File: config.mk
export PLATFORM = sky130hd
export DESIGN_NAME = multi_clock_divider
export DESIGN_NICKNAME = d
export VERILOG_FILES = /design/src/rtl/clkdiv_pkg.sv /design/src/rtl/multi_clock_divider_channel.sv /design/src/rtl/multi_clock_divider.sv
export SDC_FILE = /design/constraint.sdc
export NUM_CORES = 1
export LEC_CHECK = 0
export CORE_UTILIZATION = 60
export DETAILED_ROUTE_END_ITERATION = 8
export PLACE_DENSITY_LB_ADDON = 0.15
export SLEW_MARGIN = 0
export SYNTH_ARGS = -nofsm -noshare
export SYNTH_HDL_FRONTEND = slang
export SYNTH_SLANG_ARGS = --single-unit
File: constraint.sdc
create_clock -name CLOCK_50 -period 4.46 [get_ports CLOCK_50]
set_input_delay 0.446 -clock CLOCK_50 [delete_from_list [all_inputs] [get_ports CLOCK_50]]
set_output_delay 0.446 -clock CLOCK_50 [all_outputs]
set_load 0.01 [all_outputs]
File: src/rtl/clkdiv_pkg.sv
// rtl/clkdiv_pkg.sv - shared types, constants and divisor helpers for the clock divider
package clkdiv_pkg;

  typedef enum logic {
    IDLE = 1'b0,
    RUN  = 1'b1
  } ch_state_e;

  localparam logic [31:0] MIN_DIV = 32'd2;

  // 0 means idle; 1 cannot make a two-level clock, so it runs as MIN_DIV.
  function automatic logic [31:0] eff_div(input logic [31:0] d);
    if (d == 32'd0) return 32'd0;
    else if (d < MIN_DIV) return MIN_DIV;
    else return d;
  endfunction

  // Odd periods carry the extra cycle in the high phase.
  function automatic logic [31:0] high_time(input logic [31:0] d);
    return d - (d >> 1);
  endfunction

endpackage

File: src/rtl/multi_clock_divider_channel.sv
// rtl/multi_clock_divider_channel.sv - one programmable divided-clock channel
module clock_divider_channel #(
  parameter int WIDTH = 8
) (
  input  logic             CLOCK_50,
  input  logic             reset,
  input  logic             en,
  input  logic             load,
  input  logic [WIDTH-1:0] divider,
  input  logic             sync,
  output logic             clk_out,
  output logic             rise_tick,
  output logic             fall_tick,
  output logic             active
);
  import clkdiv_pkg::*;

  ch_state_e        state, state_n;
  logic [WIDTH-1:0] cnt, cnt_n;
  logic [WIDTH-1:0] cur_div, cur_div_n;
  logic [WIDTH-1:0] pend_div, pend_div_n;
  logic             pend_valid, pend_valid_n;
  logic             clk_n, rise_n, fall_n;
  logic [31:0]      d_cur, h_cur, cnt_next32;
  logic [WIDTH-1:0] next_div;
  logic             start_ok, at_wrap;

  always_comb begin
    d_cur      = eff_div(32'(cur_div));
    h_cur      = high_time(d_cur);
    cnt_next32 = 32'(cnt) + 32'd1;
    // A load on a boundary cycle bypasses the pending register.
    next_div   = load ? divider : (pend_valid ? pend_div : cur_div);
    start_ok   = eff_div(32'(next_div)) != 32'd0;
    at_wrap    = (state == RUN) && (cnt_next32 == d_cur);

    state_n      = state;
    cnt_n        = cnt;
    cur_div_n    = cur_div;
    pend_div_n   = pend_div;
    pend_valid_n = pend_valid;
    clk_n        = clk_out;
    rise_n       = 1'b0;
    fall_n       = 1'b0;

    if (load) begin
      pend_div_n   = divider;
      pend_valid_n = 1'b1;
    end

    if (!en) begin
      state_n = IDLE;
      cnt_n   = '0;
      clk_n   = 1'b0;
      fall_n  = clk_out;
      if (pend_valid) begin
        cur_div_n    = pend_div;
        pend_valid_n = load;
      end
    end else if (sync || state == IDLE || at_wrap) begin
      cur_div_n    = next_div;
      pend_valid_n = 1'b0;
      cnt_n        = '0;
      if (start_ok) begin
        state_n = RUN;
        clk_n   = 1'b1;
        rise_n  = 1'b1;
      end else begin
        state_n = IDLE;
        clk_n   = 1'b0;
        fall_n  = clk_out;
      end
    end else begin
      cnt_n  = cnt + WIDTH'(1);
      clk_n  = cnt_next32 < h_cur;
      fall_n = cnt_next32 == h_cur;
    end
  end

  always_ff @(posedge CLOCK_50 or posedge reset) begin
    if (reset) begin
      state      <= IDLE;
      cnt        <= '0;
      cur_div    <= '0;
      pend_div   <= '0;
      pend_valid <= 1'b0;
      clk_out    <= 1'b0;
      rise_tick  <= 1'b0;
      fall_tick  <= 1'b0;
    end else begin
      state      <= state_n;
      cnt        <= cnt_n;
      cur_div    <= cur_div_n;
      pend_div   <= pend_div_n;
      pend_valid <= pend_valid_n;
      clk_out    <= clk_n;
      rise_tick  <= rise_n;
      fall_tick  <= fall_n;
    end
  end

  assign active = (state == RUN);

endmodule

File: src/rtl/multi_clock_divider.sv
// rtl/multi_clock_divider.sv - N-channel programmable clock-enable generator with shared sync
module multi_clock_divider #(
  parameter int NUM_CH = 2,
  parameter int WIDTH  = 8
) (
  input  logic                          CLOCK_50,
  input  logic                          reset,
  input  logic [NUM_CH-1:0]             en,
  input  logic [NUM_CH-1:0]             load,
  input  logic [NUM_CH-1:0][WIDTH-1:0]  divider,
  input  logic                          sync,
  output logic [NUM_CH-1:0]             clk_out,
  output logic [NUM_CH-1:0]             rise_tick,
  output logic [NUM_CH-1:0]             fall_tick,
  output logic [NUM_CH-1:0]             active
);
  import clkdiv_pkg::*;

  for (genvar i = 0; i < NUM_CH; i++) begin : g_ch
    clock_divider_channel #(.WIDTH(WIDTH)) u_ch (
      .CLOCK_50  (CLOCK_50),
      .reset     (reset),
      .en        (en[i]),
      .load      (load[i]),
      .divider   (divider[i]),
      .sync      (sync),
      .clk_out   (clk_out[i]),
      .rise_tick (rise_tick[i]),
      .fall_tick (fall_tick[i]),
      .active    (active[i])
    );
  end

endmodule
Word level (Yosys, flattened, before mapping) --
Cells that the tools add are included.
Storage, ports and cells: register bits 58, input port bits 23, output and inout bits 8, logic and storage cells 96
Cells by class: add/sub/neg operators 6, magnitude comparators 6, eq/ne operators 6, muxes and demuxes 48, bitwise logic cells 2, reduce and logical (&&, ||, !) cells 12
Operators by type and width (number):
- two-way mux 8 bit | 18
- equality test 32 bit | 4
- < comparator 32 bit | 2
- two-way mux 32 bit | 2
- nonzero test 32 bit | 2
- subtractor 32 x 31 -> 32 bit | 2
- logical NOT 8 bit | 4
- < comparator 8 x 2 -> 1 bit, second input constant | 4
- two-way mux 1 bit | 28
- adder 8 x 1 -> 9 bit, second input constant | 2
- adder 8 x 1 -> 8 bit, second input constant | 2
- logical OR 1 bit | 4
- != test 2 x 1 -> 1 bit, second input constant | 2
- logical AND 1 bit | 2
- inverter 1 bit | 2

Logic depth before layout (Yosys ltp) --
word-level depth 9, mapped depth 18, mapped depth without buffers 18

Cells and area by module --
A second synthesis with hierarchy kept.
Unflattened totals: cells, all modules 494, area, all modules 4570.6 um2
By module, submodules not included:
- clock_divider_channel (g_ch[0].u_ch) | instances 1, cells an instance 246, area an instance 2296.0 um2, sequential area each 725.7 um2
- clock_divider_channel (g_ch[1].u_ch) | instances 1, cells an instance 248, area an instance 2274.7 um2, sequential area each 725.7 um2

Worst setup path after synthesis --
OpenSTA, ideal clock, no wires.
path type register to register, from reg g_ch[0].u_ch.cur_div[4], to reg g_ch[0].u_ch.clk_out, library setup time 65 ps, arrival 3291 ps, data required time 4395 ps, slack 1105 ps, cell stages (with the launch flop) 18, buffers on the path 0, period minus slack after synthesis 3355 ps, path through dfrtp_1 or4_1 nor3_2 inv_1 o21ai_0 ha_1 fa_1 nor2b_1 o31a_1 o21ai_0 nand2b_1 xor2_1 ha_1 nor2b_1 o21ai_0 nand2b_1 a221oi_1 o21a_1
Between the ends: word-level cells in the longest chain between the ends 9, elaborated cells between the ends (all ways) 19, those cells by class add/sub: 1; order compare: 3; eq/ne: 1; mux: 9; reduce/logical: 5
Ends and longest elaborated chain:
- start, declared | RTL line multi_clock_divider_channel.sv:20 | logic [WIDTH-1:0] cur_div, cur_div_n;
- start signal, assigned | RTL line multi_clock_divider_channel.sv:93 | cur_div <= cur_div_n;
- parallel branches: the longest is 7 deep, another holds subtractor 32 x 31 -> 32 bit
- two-way mux 1 bit (*) | RTL line multi_clock_divider_channel.sv:60 | end else if (sync || state == IDLE || at_wrap) begin
- two-way mux 1 bit (*) | RTL line multi_clock_divider_channel.sv:51 | if (!en) begin
- net g_ch[0].u_ch.clk_n | RTL line multi_clock_divider_channel.sv:23 | logic clk_n, rise_n, fall_n;
- end signal, assigned | RTL line multi_clock_divider_channel.sv:96 | clk_out <= clk_n;
- end, declared | RTL line multi_clock_divider_channel.sv:11 | output logic clk_out,
Mark *: on every way through the listed nets, which the timed path passes. A chain may end at the register's enable or synchronous reset.

Final worst setup path --
from reg g_ch[0].u_ch.cur_div[5], to reg g_ch[0].u_ch.clk_out
Same word-level chain as after synthesis.

==> summary.md <==
| Metric | Value |
|---|---|
| Crit. End Element | flip-flop |
| # Post-CTS Setup Buffers | 0 |
| Top-area cell type share of the netlist area | 0.3218 |
| Synth area leaders | dfrtp_1 32%, ha_1 11%, mux2_2 6.5% |
| First-pass GRT wire length | 16400 µm |
| Fin. max-slew vios | 0 |
| Worst skew pair latency | 0.34 ns |
| Most used flip-flop cell after synthesis | dfrtp_1 |
| Sequential area share after synthesis | 0.3218 |
| CP delay by family, top | simple AND/OR/NAND/NOR gates |
| Die H | 88.71 µm |
| Layout Utilization | 0.6869 |
| Status | completed |
| Post-layout net count | 557 |
| Post-synth cell types | 67 |
| Cell mode on critical path | ha_1 |
| Vias in the first global route | 3544 |
| Root Driver | clkbuf_8 |
| Io pins | 31 |
| Pwr Density | 376.2 nW/µm² |
| #FFs+latches synth | 58 |
| Routability congestion estimate | 0.8706 |
| Worst EP required | 4.69 ns |
| Routed vias/inst | 6.027 |
| CTS sink count | 58 |
| Setup violations, final | 0 |
| Post-DRT Antenna Nets | 0 |
| # resized after CTS | 0 |
| Area growth, synth to finish | 10.46% |
| Fmax | 264.1 MHz |
| Period utilisation layout | 0.8490 |
| Largest net degree at the start of global routing | 31 |
| Leading area contributor after synthesis | dfrtp_1 |
| N_diodes | 0 |
| Largest fanout on the critical path | 5 |
| Global route total overflow | 0 |
| Skew final | 0.005263 ns |
| CTS buffer count | 9 |
| Max stage delay on crit path | 0.54 ns |
| Number of synthesized flops with an enable pin | 0 |
| Ys async rst share | 1.000 |
| Drt pass-1 iters | 4 |
| Slew @ Worst Pin | 0.8196 ns |
| Detailed placement HPWL | 7598 µm |
| Max transition margin | 0.4519 |
| Slowest-stage cell, CP | or4_1 |
| Initial core utilization | 0.6219 |
| Initial antenna violation count | 0 |
| Area of the die | 7869 µm² |
| Most frequent cell after synthesis | dfrtp_1 |
| Top post-synthesis cells by count | 58 x dfrtp_1, 40 x ha_1, 33 x nor2_1, 30 x inv_1, 26 x mux2_2 |
| Port buffer count | 30 |
| RSZ-0062 raised after global routing | false |
| Final hold violation count | 0 |
| DRC | 0 |
| Share of post-route cells with drive strength above 1 | 0.1288 |
| Hold Crit Class | in -> async |
| Period minus WS final | 3.787 ns |
| Setup CP Type | reg -> reg |
| Chip Width | 88.71 µm |
| Leakage | 2.220 nW |
| Gate Count Post-Synth | 484 |
| CP Cell Sequence | or4_1 > nor3_2 > a21oi_1 > inv_1 > ha_1 > a21o_1 > nand4_1 > nand3_1 > o41ai_1 > ha_1 > ha_1 > nand3_1 > nor2_1 > a221oi_1 > o21a_1 |
| Metal3 WL | 369 µm |
| Core Area | 7253 µm² |
| Initial DRC Count | 170 |
| Wirelength per Cell | 16.85 µm |
| Crit path arrival time | 4.02 ns |
| Worst vdd ir | 0.0002233 V |
| Longest Clk Path Bufs | 2 |
| CTS tree | built |
| GRT Util Overall | 0.2768 |
| Hold slack | 0.5090 ns |
| Max-capacitance violation count | 0 |
| Syn avg cell area | 9.319 µm² |
| Mapped Nets | 549 |
| Setup_tns | 0 ns |
| Worst Path Buf+Inv | 1 |
| Post-Syn Area | 4511 µm² |
| Yosys warns | 0 |
| DR vias | 3592 |
| Highest routed layer | met4 |
| H-tree Lvls | 3 |
| Routed WL | 10040 µm |
| Met2 wire length | 5306 µm |
| Reg clk slew, reported paths | 0.07 ns |
| Cts hold-fix bufs | 0 |
| Wire length on met1 | 4120 µm |
| Setup crit start kind | flip-flop |
| FP Rows | 31 |
-- worst paths after layout --
check | depth (start not counted) | start | end | slack (ns)
max | 15 | g_ch[0].u_ch.cur_div[5] | g_ch[0].u_ch.clk_out | 0.67
min | 2 | reset | g_ch[0].u_ch.cur_div[3] | 0.51
max reg2reg | 15 | g_ch[0].u_ch.cur_div[5] | g_ch[0].u_ch.clk_out | 0.67
min reg2reg | 1 | g_ch[0].u_ch.pend_div[7] | g_ch[0].u_ch.pend_div[7] | 0.51
max in group asynchronous | 3 | reset | g_ch[1].u_ch.pend_div[3] | 3.13
min in group CLOCK_50 | 1 | g_ch[0].u_ch.pend_div[7] | g_ch[0].u_ch.pend_div[7] | 0.51
-- registers in the layout, indices dropped and copies added (netlist names) --
register / flops
g_ch.u_ch.cnt: 16
g_ch.u_ch.fall_tick: 2
g_ch.u_ch.clk_out: 2
g_ch.u_ch.cur_div: 16
g_ch.u_ch.pend_div: 16
g_ch.u_ch.rise_tick: 2
g_ch.u_ch.active: 2
g_ch.u_ch.pend_valid: 2
-- worst register-to-register path, cell delays in order (launching register included) --
cell      delay [ns]
dfrtp_1         0.44
or4_1           0.54
nor3_2          0.24
a21oi_1         0.18
inv_1           0.09
ha_1            0.22
a21o_1          0.19
nand4_1         0.09
nand3_1         0.11
o41ai_1         0.43
ha_1            0.33
ha_1            0.30
nand3_1         0.09
nor2_1          0.15
a221oi_1        0.11
o21a_1          0.18
-- metrics by stage --
| stage | instance area, µm² | setup WS (ns) | instances | total power, mW |
|---|---|---|---|---|
| 4_1_cts | 4982 | 0.6359 | 596 | 1.877 |
| 6_report | 4982 | 0.6734 | 596 | 1.875 |
| 2_1_floorplan | 4511 | 1.105 | 484 | 1.204 |
| 3_3_place_gp | 4780 | 0.7937 | 580 | 1.344 |
| 3_5_place_dp | 4780 | 0.6887 | 580 | 1.370 |
| 5_1_grt | 4982 | 0.2749 | 596 | 2.002 |
-- where the power goes --
part	switching, mW	leakage (nW)	internal [mW]
clock network	0.230	0.103	0.274
logic	0.382	1.40	0.346
registers	0.0692	0.720	0.574
total	0.681	2.22	1.19
-- area by class of cell --
| type | count | area, µm² |
|---|---|---|
| flip-flops and latches | 58 | 1451 |
| fillers | 581 | 2271 |
| repair buffers | 33 | 322.8 |
| multi-input cells | 359 | 2765 |
| clock buffers | 10 | 137.6 |
| well taps | 99 | 123.9 |
| clock inverters | 6 | 65.06 |
| inverters | 31 | 116.4 |
-- cells by family (layout without fill, tap and decap cells) --
family	after synthesis	count (layout)	synth area share
AND/OR/NAND/NOR	147	147	0.1803
AO/OA/AOI/OAI	101	101	0.1503
buffers and inverters	67	80	0.06519
flip-flops	58	58	0.3218
adder cells (fa/ha/maj)	42	42	0.1198
multiplexers	38	38	0.09154
XOR/XNOR	31	31	0.07101
-- routing by layer --
| metal | global-route usage | up-vias |
|---|---|---|
| li1 | - | 1746 |
| met1 | 0.3179 | 1748 |
| met2 | 0.5021 | 78 |
| met3 | 0.05877 | 20 |
| met4 | 0.1085 | 0 |
| met5 | 0 | - |
-- cell usage in the layout (no fill, tap or decap), types with 3 or more instances in the layout --
cell type,instances
a21oi_1,23
a221o_1,4
and3_1,9
and4_1,5
buf_4,3
clkbuf_8,10
clkdlybuf4s50_1,30
dfrtp_1,58
ha_1,40
inv_1,29
mux2_2,26
mux2i_1,12
nand2_1,24
nand2b_1,8
nand3_1,14
nand4_1,7
nand4b_1,4
nor2_1,33
nor2b_1,15
nor3_1,5
nor4_1,4
o21a_1,12
o21ai_0,24
o21ai_1,3
o221ai_1,5
o31ai_1,3
or2_2,6
or4_1,3
xnor2_1,17
xnor3_1,3
xor2_1,10
Note: power is estimated with default switching activity, not from simulation.
